===== src/rtl/mole_target.sv =====
// Whack-a-mole target controller: synchronizes and debounces the player's button,
// arms on the game's raise command and reports one hit pulse per raise.
module mole_target #(
    parameter int DEBOUNCE_CYCLES  = 500000,
    parameter int HIT_PULSE_CYCLES = 2
) (
    input  logic       clk,
    input  logic       rst_n,
    input  logic       target_up,
    input  logic       btn_raw,
    output logic       hit_n,
    output logic       target_led,
    output logic       btn_db,
    output logic [7:0] false_press
);

    localparam int DB_W = (DEBOUNCE_CYCLES > 1) ? $clog2(DEBOUNCE_CYCLES) : 1;
    localparam int PW_W = (HIT_PULSE_CYCLES > 1) ? $clog2(HIT_PULSE_CYCLES) : 1;
    localparam logic [DB_W-1:0] DB_LAST = DB_W'(DEBOUNCE_CYCLES - 1);
    localparam logic [PW_W-1:0] PW_LAST = PW_W'(HIT_PULSE_CYCLES - 1);

    typedef enum logic [1:0] {
        IDLE      = 2'd0,
        ARMED     = 2'd1,
        HIT       = 2'd2,
        WAIT_DROP = 2'd3
    } state_t;

    state_t          state, state_next;
    logic            sync_p0, sync_p1;
    logic [DB_W-1:0] db_cnt;
    logic            db_prev;
    logic            btn_rise;
    logic [PW_W-1:0] pcnt, pcnt_next;

    function automatic logic [7:0] sat_inc8(input logic [7:0] v);
        return (v == 8'hFF) ? v : v + 8'd1;
    endfunction

    // Stage p0/p1: two-flop synchronizer, then debounce against the accepted level
    always_ff @(posedge clk or negedge rst_n) begin
        if (!rst_n) begin
            sync_p0 <= 1'b0;
            sync_p1 <= 1'b0;
            db_cnt  <= '0;
            btn_db  <= 1'b0;
            db_prev <= 1'b0;
        end else begin
            sync_p0 <= btn_raw;
            sync_p1 <= sync_p0;
            db_prev <= btn_db;
            if (sync_p1 != btn_db) begin
                if (db_cnt == DB_LAST) begin
                    btn_db <= sync_p1;
                    db_cnt <= '0;
                end else begin
                    db_cnt <= db_cnt + 1'b1;
                end
            end else begin
                db_cnt <= '0;
            end
        end
    end

    assign btn_rise = btn_db & ~db_prev;

    always_comb begin
        state_next = state;
        pcnt_next  = pcnt;
        unique case (state)
            IDLE: begin
                if (target_up) state_next = ARMED;
            end
            ARMED: begin
                if (!target_up) begin
                    state_next = IDLE;
                end else if (btn_rise) begin
                    state_next = HIT;
                    pcnt_next  = '0;
                end
            end
            HIT: begin
                // The pulse always runs to completion; target_up is ignored here
                if (pcnt == PW_LAST) state_next = WAIT_DROP;
                else                 pcnt_next  = pcnt + 1'b1;
            end
            WAIT_DROP: begin
                if (!target_up) state_next = IDLE;
            end
            default: state_next = IDLE;
        endcase
    end

    // Stage p2: state and registered outputs derived from the next state
    always_ff @(posedge clk or negedge rst_n) begin
        if (!rst_n) begin
            state       <= IDLE;
            pcnt        <= '0;
            hit_n       <= 1'b1;
            target_led  <= 1'b0;
            false_press <= 8'd0;
        end else begin
            state      <= state_next;
            pcnt       <= pcnt_next;
            hit_n      <= (state_next != HIT);
            target_led <= (state_next == ARMED);
            if (btn_rise && (state == IDLE || state == WAIT_DROP))
                false_press <= sat_inc8(false_press);
        end
    end

endmodule


===== config.mk =====
export PLATFORM = sky130hd
export DESIGN_NAME = mole_target
export DESIGN_NICKNAME = d
export VERILOG_FILES = /design/src/rtl/mole_target.sv
export SDC_FILE = /design/constraint.sdc
export NUM_CORES = 1
export LEC_CHECK = 0
export ABC_CLOCK_PERIOD_IN_PS = 2000
export BUFFER_PORTS_ARGS = -buffer_cell sky130_fd_sc_hd__buf_2
export CAP_MARGIN = 40
export CORE_MARGIN = 2
export CORE_UTILIZATION = 55
export DETAILED_ROUTE_END_ITERATION = 8
export HOLD_SLACK_MARGIN = 0.05
export PLACE_DENSITY = 0.74
export SYNTH_ARGS = -nofsm -noshare
export SYNTH_HDL_FRONTEND = slang
export SYNTH_SLANG_ARGS = --single-unit

===== constraint.sdc =====
create_clock -name clk -period 2 [get_ports clk]
set_input_delay 0.2 -clock clk [delete_from_list [all_inputs] [get_ports clk]]
set_output_delay 0.2 -clock clk [all_outputs]
set_load 0.01 [all_outputs]

==> impl_results.md <==
* WL/cell at 13.7 µm
* CP cell instances: or4bb_1 -> nor4_2 -> a31o_4 -> nor2_1
* Final Instance Area at around 2000 µm²
* Fillers at 267
* RSZ-0062 raised after global routing: false
* Area after DPL at roughly 1900 µm²
* Post-synthesis sequential area ratio at 51.2%
* CP delay by family, top: simple AND/OR/NAND/NOR gates
* Power Density at a little under 700 nW/µm²
* GRT Residual Overflow at 0
* CP max stage delay at 0.51 ns
* Worst-Margin Slew at 0.777 ns
* Count leader, synth: dfrtp_1
* Final Hold Vio Count at 0
* Core Util, Final at 64.9%
* Ys async rst share at 100%
* Syn_area_per_cell at ~11 µm²
* DRC violations left at 0
* Die X at ~61 µm
* Max H-tree Level at 2
* Reg2Reg Setup Slack at about 0.15 ns
* Nets@finish at about 200
* Peak VDD IR at around 0.00044 V
* R2R depth at 4
* Cells after Synth at around 170
* Gpl congestion at slightly below 0.8
* Yosys top cell area share at approximately half
* Post-layout min period at approximately 1.8 ns
* FF/Latch Area at just over 900 µm²
* Number of global-route vias before repair at 1222
* WP data required at around 2.2 ns
* CP Buf/Inv Count at 0
* Critical Path Fanout Max at 18
* Critical Path Stages at 4
* GRT Util Overall at between 20% and 30%
* Vert. Die Dim at a little over 60 µm
* Fin Setup TNS at 0 ns
* Die area at about 3700 µm²
* Post-DP HPWL at around 2.3 mm
* First drt pass iteration count at 4
* Switching pwr at 374 µW
* Multi-input gate area in the final layout at ~800 µm²
* Core area at between 3000 and 4000 µm²
* Final setup vio count at 0
* Outcome: finished clean
* Switching share of total power at between 20% and 30%
* Worst r2r src: db_cnt[5]
* Slew Limit Fails at 0
* CP max-delay cell: or4bb_1
* Cell taking the most area after synthesis: dfrtp_1
* Antenna viol nets, final at 0
* Worst hold path type: in2reg
* Area grow syn2layout at 12.5%
* Postcts setup bufs at 0
* Fin cells at approximately 240
* Share of layout cells above drive strength 1 at a little under a fifth
* Number of synthesis warnings at 0
* Max-cap violations at 0
* Clock share of power at 28.1%
* Global-route wire length before repair at ~5.5 mm
* Synthesized area at ~1800 µm²
* Part of the power in combinational logic at between 10% and 20%
* WHS Path Cells at 3
* Power, Total at approximately 1300 µW
* Clk buf depth at 2
* Ys flop type: dfrtp_1
* IO Count at 15
* Final WL at 3.25 mm
* Synth cell types at 36
* FF+latch count, synth at 36
* Post-synthesis net count at 177
* Largest net degree at the start of global routing at 37
* CTS tree: yes
* CTS buffer count at 5
* Fin crit share at 92.4%
* Inst Count DP at ~230
* Leak Pwr at ~0.0009 µW
* Internal power at about 960 µW
* Critical path arrival at about 2.1 ns
* Clk_skew at around 0.0088 ns
* Synth top area cells: dfrtp_1, xnor2_1, xor2_1, nor2_1, ha_1
* Hold EP: pcnt
* Flop pwr share at about 60%
* WS Path Type: reg2reg
* Worst-skew pair later-pin latency at 0.35 ns
* Initial antenna violation count at 0
* Critical R2R Capture: db_cnt[2]
* CTS Root Cell: clkbuf_4
* Clk slew on worst S/H paths at 0.11 ns
* Fmax at about 540 MHz
* Post-synth EDFFs at 0
* Via-per-instance ratio at roughly 5.3
* Commonest cells post-synth: dfrtp_1, nor2_1, xnor2_1
* Port Buffers at 14
* CTS sink count at 36
* Initial Util at 57.7%
* Initial drt markers at approximately 100
* Hold Crit Start: target_up
* Via count at 1267
* Ant diodes at 0
* Slew headroom at roughly half
* Rows at 20
* Worst setup EP type: flip-flop
* CP startpoint: db_cnt[5]
* Type of origin of the critical path: flip-flop
-- worst max-delay path by stage --
| stage | to | slack [ns] |
|---|---|---|
| after floorplan | db_cnt[10] | 0.19 |
| after global placement | db_cnt[14] | 0.09 |
| after detailed placement | db_cnt[2] | 0.0008 |
| after CTS | db_cnt[2] | 0.07 |
| after global routing | false_press[7] | 0.03 |
| final | db_cnt[2] | 0.15 |
-- layer usage --
| metal | vias up | global-route usage (%) | share of wire, % |
|---|---|---|---|
| met3 | 8 | 7.04 | 3.3 |
| met4 | 0 | 8.39 | 2.4 |
| li1 | 628 | - | - |
| met5 | - | 0 | 0 |
| met2 | 18 | 33.0 | 50 |
| met1 | 613 | 26.6 | 45 |
-- worst min-delay path, cell delays in order --
cell,delay (ns)
buf_2,0.13
nand2_1,0.06
a31oi_1,0.08
-- registers in the layout (all words and copies together), names as in the netlist --
register and count:
db_cnt 19, false_press 8, state 2, btn_db 1, db_prev 1, hit_n 1, pcnt 1, sync_p0 1
sync_p1 1, target_led 1
-- cells in the final DEF (no fill, tap or decap), types with 5 or more instances in the layout --
| cell | count |
|---|---|
| buf_2 | 14 |
| nand4_1 | 5 |
| nand2_1 | 10 |
| inv_1 | 9 |
| dfrtp_1 | 33 |
| ha_1 | 6 |
| a21oi_1 | 6 |
| xor2_1 | 10 |
| nor2_1 | 22 |
| clkbuf_4 | 5 |
| nand3_1 | 10 |
| xnor2_1 | 12 |
-- logic make-up after synthesis --
family                     count (synthesis)  synth area share [%]
AOI/OAI and AO/OA                         18                  6.53
buffers and inverters                     11                  3.20
muxes                                      3                  1.85
xor gates and xnor gates                  22                  10.9
adders and majority gates                  6                  4.26
DFF                                       36                  51.2
and+or+nand+nor                           71                  22.0
-- power by group through the flow --
stage          combinational (µW)  clock, µW  sequential, µW
2_1_floorplan                 120          0             796
3_3_place_gp                  163          0             792
3_5_place_dp                  175          0             794
4_1_cts                       179        387             779
5_1_grt                       204        423             788
6_report                      179        376             783
-- area by class of cell --
type                       instances  area share (%)
sequential                        36            45.6
tap                               44            2.78
clock inverter                     1           0.253
multi-input combinational        120            41.3
timing repair buffer              20            6.06
inverter                           9            1.70
clock buffer                       7            2.27
-- stage by stage --
stage / hold WS (ns) / worst slack (ns)
floorplan: -0.0956 / 0.189
detailed placement: 0.311 / 0.000788
global placement: 0.313 / 0.0925
global route: 0.152 / 0.0328
CTS: 0.146 / 0.0746
finish: 0.156 / 0.153
-- what timing repair did --
item | 4_1_cts | 5_1_grt
hold endpoints to repair | 36 | 0
resized for setup | 1 | 3
hold buffers | 2 | 0
pin swaps | 0 | 1
setup endpoints to repair | 5 | 5
cloned | 0 | 0
Power figures use the tool's default switching activity.
